**src/rtl/rlbp_code_capture.sv**
```systemverilog
// Samples the synchronised comparator decision on sequencer strobes, packs NBITS
// decisions LSB-first into an LBP code word and queues completed codes in a small FIFO.
//
// state  | meaning
// IDLE   | waiting for start_i; strobes ignored
// ACQ    | collecting decisions, one per sample_i
// PUSH   | one cycle: completed code written into the FIFO
module rlbp_code_capture #(
    parameter int NBITS       = 12,
    parameter int DEPTH       = 4,
    parameter int SYNC_STAGES = 2,
    parameter int IRQ_LEVEL   = 1
) (
    input  logic                     wb_clk_i,
    input  logic                     wb_rst_ni,
    input  logic                     cmp_i,
    input  logic                     start_i,
    input  logic                     sample_i,
    input  logic                     clr_i,
    input  logic                     rd_en_i,
    output logic [NBITS-1:0]         code_o,
    output logic                     empty_o,
    output logic                     full_o,
    output logic [$clog2(DEPTH):0]   level_o,
    output logic                     ovf_o,
    output logic                     busy_o,
    output logic                     irq_o
);

    localparam int AW = $clog2(DEPTH);
    localparam int CW = $clog2(NBITS);

    localparam logic [1:0] S_IDLE = 2'd0;
    localparam logic [1:0] S_ACQ  = 2'd1;
    localparam logic [1:0] S_PUSH = 2'd2;

    logic [SYNC_STAGES-1:0] sync_q;
    logic                   cmp_s;
    logic [1:0]             state;
    logic [CW-1:0]          cnt;
    logic [NBITS-1:0]       shift_q;
    logic [NBITS-1:0]       mem [DEPTH];
    logic [AW:0]            wptr;
    logic [AW:0]            rptr;
    logic [NBITS-1:0]       last_q;
    logic                   push;
    logic                   do_pop;
    logic                   do_push;

    always_ff @(posedge wb_clk_i or negedge wb_rst_ni) begin
        if (!wb_rst_ni) begin
            sync_q <= '0;
        end else begin
            sync_q <= {sync_q[SYNC_STAGES-2:0], cmp_i};
        end
    end

    assign cmp_s = sync_q[SYNC_STAGES-1];

    always_ff @(posedge wb_clk_i or negedge wb_rst_ni) begin
        if (!wb_rst_ni) begin
            state   <= S_IDLE;
            cnt     <= '0;
            shift_q <= '0;
        end else if (clr_i) begin
            state <= S_IDLE;
            cnt   <= '0;
        end else begin
            case (state)
                S_IDLE: begin
                    if (start_i) begin
                        state   <= S_ACQ;
                        cnt     <= '0;
                        shift_q <= '0;
                    end
                end
                S_ACQ: begin
                    // a start in the same cycle as a strobe wins; the strobe is lost
                    if (start_i) begin
                        cnt     <= '0;
                        shift_q <= '0;
                    end else if (sample_i) begin
                        shift_q <= shift_q | (NBITS'(cmp_s) << cnt);
                        cnt     <= cnt + 1'b1;
                        if (cnt == CW'(NBITS - 1)) begin
                            state <= S_PUSH;
                        end
                    end
                end
                S_PUSH: begin
                    state <= S_IDLE;
                end
                default: begin
                    state <= S_IDLE;
                end
            endcase
        end
    end

    assign push    = (state == S_PUSH);
    assign busy_o  = (state != S_IDLE);
    assign level_o = wptr - rptr;
    assign empty_o = (level_o == '0);
    assign full_o  = (level_o == (AW+1)'(DEPTH));
    assign do_pop  = rd_en_i && !empty_o && !clr_i;
    // a full FIFO still accepts the push when the head leaves in the same cycle
    assign do_push = push && (!full_o || do_pop) && !clr_i;

    always_ff @(posedge wb_clk_i) begin
        if (do_push) begin
            mem[wptr[AW-1:0]] <= shift_q;
        end
    end

    always_ff @(posedge wb_clk_i or negedge wb_rst_ni) begin
        if (!wb_rst_ni) begin
            wptr   <= '0;
            rptr   <= '0;
            ovf_o  <= 1'b0;
            last_q <= '0;
            irq_o  <= 1'b0;
        end else begin
            irq_o <= (level_o >= (AW+1)'(IRQ_LEVEL));
            if (clr_i) begin
                wptr  <= '0;
                rptr  <= '0;
                ovf_o <= 1'b0;
            end else begin
                if (do_push) begin
                    wptr <= wptr + 1'b1;
                end
                if (do_pop) begin
                    rptr   <= rptr + 1'b1;
                    last_q <= mem[rptr[AW-1:0]];
                end
                if (push && full_o && !do_pop) begin
                    ovf_o <= 1'b1;
                end
            end
        end
    end

    // when empty, hold the most recently read word rather than a stale slot
    assign code_o = empty_o ? last_q : mem[rptr[AW-1:0]];

endmodule
```
**config.mk**
```make
export PLATFORM = sky130hd
export DESIGN_NAME = rlbp_code_capture
export DESIGN_NICKNAME = d
export VERILOG_FILES = /design/src/rtl/rlbp_code_capture.sv
export SDC_FILE = /design/constraint.sdc
export NUM_CORES = 1
export LEC_CHECK = 0
export BUFFER_PORTS_ARGS = -buffer_cell sky130_fd_sc_hd__buf_2
export CAP_MARGIN = 40
export CORE_ASPECT_RATIO = 1.5
export CORE_MARGIN = 4
export CORE_UTILIZATION = 60
export CTS_CLUSTER_SIZE = 8
export DETAILED_ROUTE_END_ITERATION = 12
export PLACE_DENSITY = 0.89
export SYNTH_ARGS = -nofsm -noshare
export SYNTH_HDL_FRONTEND = slang
export SYNTH_SLANG_ARGS = --single-unit
```
**constraint.sdc**
```tcl
create_clock -name wb_clk_i -period 8.3 [get_ports wb_clk_i]
set_input_delay 1.66 -clock wb_clk_i [delete_from_list [all_inputs] [get_ports wb_clk_i]]
set_output_delay 1.66 -clock wb_clk_i [all_outputs]
set_load 0.01 [all_outputs]
```
* Word level (Yosys, flattened, before mapping)
Memories as Yosys holds them, arrays and structs flattened.
Index checks and enable logic that the tools add are counted.
** Operators by class
- Shift-type cells :: 1
- Add/subtract/negate cells :: 4
- Bitwise logic cells :: 2
- Reductions and logical operators :: 23
- $lt $le $gt $ge :: 1
- Eq/ne operators :: 11
- Mux-type cells :: 24
** Operators by type and width (number)
- $mux 12 :: 4
- $pmux 12 s2 :: 1
- $mux 4 :: 4
- $ne 3x3->1 const B :: 5
- $mux 3 :: 4
- $or 12x12->12 :: 1
- $shl 1x4->12 :: 1
- $mux 2 :: 5
- $reduce_bool 2->1 :: 5
- $pmux 4 s2 :: 1
- $reduce_and 4->1 :: 2
- $add 3x1->3 const B :: 2
- $logic_and 1x1->1 :: 6
- $add 4x1->4 const B :: 1
- $eq 4x4->1 const B :: 1
- $logic_not 1->1 :: 4
- $mux 1 :: 4
- $ne 4x4->1 const B :: 1
- $pmux 2 s2 :: 1
- $eq 3x3->1 const B :: 1
- $ge 3x1->1 const B :: 1
- $logic_not 3->1 :: 1
- $reduce_and 3->1 :: 1
- $reduce_bool 3->1 :: 1
- 8 further kinds :: 8
** Storage, ports and cells
- Bits of input ports :: 7
- RAM bits :: 48
- Register bits :: 40
- Logic and storage cells :: 76
- Output and inout port bits :: 20
- Memories kept :: 1
** Memories
- mem :: depth 4, bits a word 12, read ports 1, clocked after memory_dff 0, write ports 1, line 42 : logic [NBITS-1:0] mem [DEPTH];

* Depth between registers and ports, before layout
- Word-level depth :: 10
- Depth in mapped cells :: 9
- Gate-level depth less buffers :: 8

* Worst setup path after synthesis
No wires, ideal clock.
- Path kind :: flip-flop to output port
- From :: register rptr[0]
- To :: output port code_o[10]
- Cell stages (with the launch flop) :: 8
- Path buffers :: 1
- Setup slack :: 4.309 ns
- Arrival time :: 2.331 ns
- Data required time :: 6.640 ns
- Cell sequence :: dfrtp_1 ha_1 fa_1 xnor3_1 clkinv_2 nor2_1 buf_4 mux2_2
** On the way
- Longest elaborated chain between the ends :: 3
- Elaborated cells between the ends (all ways) :: 4
- Classes of those cells :: 1 x add/sub; 1 x mux; 1 x reduce/logical; 1 x memory
** RTL lines
- from (decl) :: line 44 : logic [AW:0] rptr;
- from (signal assigned) :: line 133 : rptr <= rptr + 1'b1;
- $sub 3x3->3 :: line 102 : assign level_o = wptr - rptr;
- named net level_o[2] :: line 24 : output logic [$clog2(DEPTH):0] level_o,
- $logic_not 3->1 :: line 103 : assign empty_o = (level_o == '0);
- named net empty_o :: line 22 : output logic empty_o,
- $mux 12 :: line 144 : assign code_o = empty_o ? last_q : mem[rptr[AW-1:0]];
- to (decl) :: line 21 : output logic [NBITS-1:0] code_o,
The timed path passes the listed nets, and every way through them passes these cells.

* Worst setup path in the final report
- From :: register rptr[1]
- To :: output port code_o[7]
** On the way
- Longest elaborated chain between the ends :: 3
- Elaborated cells between the ends (all ways) :: 4
- Classes of those cells :: 1 x add/sub; 1 x mux; 1 x reduce/logical; 1 x memory
** RTL lines (line)
- $sub 3x3->3 :: 102
- $logic_not 3->1 :: 103
- $mux 12 (*) :: 144
Every way passes the cells marked *; elsewhere a longest branch is shown, timed or not.

==> run_results.csv <==
group,metric,value,unit
clocking,postCtsSetupBuffers,0,
setup_path,worstPathArrival,3.00,ns
global_route,grt_start_max_net_pins,30,
setup_path,cpPeakStageDelay,0.62,ns
timing,report.final.slew_viol_count,0,
synth,yosys.area_share.simple,0.07528,
final_layout,syn2layout_area_growth,10.97,%
clocking,h-tree-depth,3,
power_and_ir_drop,powerDensity,236.8,mW/mm²
synth,yosys_warnings,0,
final_layout,mostFrequentLayoutCells,"edfxtp_1, dfrtp_1, buf_2",
setup_path,crit_slowest_cell,"dfrtp_1",
detailed_routing,vias,2022,
detailed_routing,drtAntennaViolNets,0,
timing,grt_setup_unrepaired,"no",
timing,min_period,4.665,ns
clocking,ctsRootBufferMaster,"clkbuf_8",
global_route,antenna_found_initial,0,
detailed_routing,dr.pass1.iters,4,
synth,synth.distinct_cells,44,
clocking,cts_resized,0,
final_layout,drive_gt1_frac,0.3100,
die,start_util,0.6144,
timing,timing.fmax,214.4,MHz
die,core,0.006087,mm²
setup_path,path_max_fanout,15,
detailed_routing,drt-initial-drc-count,160,
die,die_w,72.46,µm
die,dieArea,0.007586,mm²
synth,synth-xor-area-share,0.01539,
setup_path,critPathLaunchType,"register",
clocking,cts_made_buffers,9,
synth,syn_area,0.003740,mm²
setup_path,worstSetupPathType,"register to output port",
detailed_routing,routed_wl,6127,µm
final_layout,multiInputGateArea,0.001224,mm²
timing,setup_viol,0,
setup_path,crit_chain,"fa_1 > xnor3_1 > clkinv_2 > nor2_1 > buf_4 > mux2_2 > buf_2",
final_layout,fillCellCount,404,
clocking,clockBufferDepth,2,
die,io_pins,27,
die,num_rows,35,
detailed_routing,drcViolationCount,0,
synth,synth_edf_count,48,
setup_path,regToRegSetupSlack,5.44,ns
timing,hold_viol_final,0,
synth,ys_async_sr_fraction,0.4545,
hold_path,hp-class,"register to register",
global_route,first_global_vias,2178,
power_and_ir_drop,seqPwrFrac,0.506,
timing,fin_crit_sh,0.5620,
timing,whs,0.3505,ns
clocking,cts_tree,"yes",
power_and_ir_drop,p_switching,0.0002567,W
clocking,path_clk_slew,0.08,ns
global_route,grt_usage,0.1861,
synth,syn_nets,250,
power_and_ir_drop,p_int,0.0007260,W
detailed_routing,viasPerCell,5.861,
run,maxCapViolations,0,
global_route,grt_first_pass_wirelength,10630,µm
final_layout,layout_commonest_cell,"edfxtp_1",
final_layout,nNetsFinal,281,
power_and_ir_drop,finalPower,0.0009827,W
timing,relSlewSlack,0.4364,
placed_design,port_buffers,26,
final_layout,diodes,0,
clocking,cts.sinks,88,
timing,tightest_slew,0.8336,ns
final_layout,seq_area,0.002442,mm²
final_layout,utilization,0.6818,
die,die_y,104.7,µm
synth,synthAdderAreaFrac,0.02877,
power_and_ir_drop,swShare,0.2612,
synth,ys_seq_area_frac,0.6531,
clocking,insertion_delay,0.35,ns
synth,synth_top_family_by_area,"multiplexers",
timing,fin_setup_tns,0,ns
placed_design,gp_congestion,0.7520,
clocking,hold_buffers,0,
power_and_ir_drop,pwr-share-comb,0.206,
status,outcome,"finished clean",
power_and_ir_drop,vdd_drop_max,0.1189,mV
timing,clock_skew,0.01079,ns
placed_design,hpwl,4403,µm
synth,synth_compound_area_frac,0.04784,
synth,synth_flop_cell,"edfxtp_1",
placed_design,dp_cells,329,
synth,postSynthAreaPerCell,15.91,µm²
final_layout,instances_no_fill,345,
synth,syn_inst,235,
setup_path,end_kind,"output port",
setup_path,required,6.64,ns
detailed_routing,wl_per_cell,17.76,µm
synth,synth_mux_area_frac,0.1599,
power_and_ir_drop,clock_power_share,0.288,
global_route,grt_overflow_total,0,
power_and_ir_drop,p_leak,1.843,nW
synth,yosys_register_bits,88,
-- per-stage QoR --
step	setup WS [ns]	cell area (µm²)
final	3.635	4150
after global routing	3.404	4150
after CTS	3.576	4150
after detailed placement	3.987	3959
after global placement	3.263	3916
after floorplan	4.309	3740
-- critical path, delay by kind of cell (launching register included) --
| family | cells | cell delay (ns) |
|---|---|---|
| xor gates and xnor gates | 1 | 0.30 |
| and+or+nand+nor | 1 | 0.31 |
| adders and majority gates | 1 | 0.54 |
| muxes | 1 | 0.35 |
| DFF | 1 | 0.62 |
| buffers and inverters | 3 | 0.53 |
-- final cells by class --
class | instances | area share
multi-input cells | 131 | 0.2948
well taps | 74 | 0.02231
repair buffers | 29 | 0.04160
clock inverters | 3 | 0.01025
clock buffers | 13 | 0.03588
flip-flops and latches | 88 | 0.5885
inverters | 7 | 0.006632
-- synth_stat cells, types with 2 or more instances --
library cell,instances,area [µm²]
mux2i_1,2,20.02
nor2b_1,2,12.51
mux2_2,14,157.7
dfrtp_1,40,1001
nand4_1,2,12.51
xnor2_1,2,17.52
mux4_2,12,270.3
nor2_1,16,60.06
nor4b_1,2,17.52
a22o_1,3,26.28
nand2_1,14,52.55
xor2_1,2,17.52
nor3_1,2,10.01
a31oi_1,3,18.77
nor4_1,2,12.51
nand3_1,2,10.01
ha_1,7,87.58
edfxtp_1,48,1441
a32o_1,5,50.05
mux2_4,10,150.1
and2_1,4,25.02
o21ai_0,8,40.04
inv_1,6,22.52
clkbuf_1,6,22.52
a21oi_1,2,10.01
-- logic make-up (layout without fill, tap and decap cells) --
kind of cell    Yosys count  count (layout)
simple gates             55              55
buf+inv                  16              52
mux                      38              38
fa+ha+maj                 8               8
compound gates           25              25
flops                    88              88
xor+xnor                  5               5
-- registers in the layout, summed over array words and instances, names as in the netlist --
register and count:
rptr 3, shift_q 12, sync_q 2, cnt 4
irq_o 1, ovf_o 1, mem 48, state 2
last_q 12, wptr 3
-- layer usage --
metal	share of wire	vias up	routed length, µm	GRT usage
li1	-	945	-	-
met1	0.40	1022	2455	0.2179
met2	0.54	42	3290	0.3142
met3	0.039	13	238	0.05197
met4	0.023	0	143	0.08179
met5	0	-	0	0
-- path summary, 6_finish.rpt --
path | start | endpoint | cells after the start
max in group asynchronous | wb_rst_ni | ovf_o$_DFFE_PN0P_ | 2
worst min register to register | sync_q[0]$_DFF_PN0_ | sync_q[1]$_DFF_PN0_ | 0
worst max register to register | rptr[1]$_DFFE_PN0P_ | mem[1][7]$_DFFE_PP_ | 5
min in group asynchronous | wb_rst_ni | last_q[8]$_DFFE_PN0P_ | 1
worst max-delay path | rptr[1]$_DFFE_PN0P_ | code_o[7] | 7
worst min-delay path | sync_q[0]$_DFF_PN0_ | sync_q[1]$_DFF_PN0_ | 0
-- power groups by stage --
| stage | logic (W) | clock network, W | registers (W) |
|---|---|---|---|
| floorplan | 0.000149 | 0 | 0.000499 |
| global placement | 0.000185 | 0 | 0.000511 |
| global route | 0.000221 | 0.000310 | 0.000500 |
| CTS | 0.000207 | 0.000290 | 0.000497 |
| detailed placement | 0.000204 | 0 | 0.000507 |
| finish | 0.000203 | 0.000283 | 0.000497 |
(Power assumes the default switching activity.)
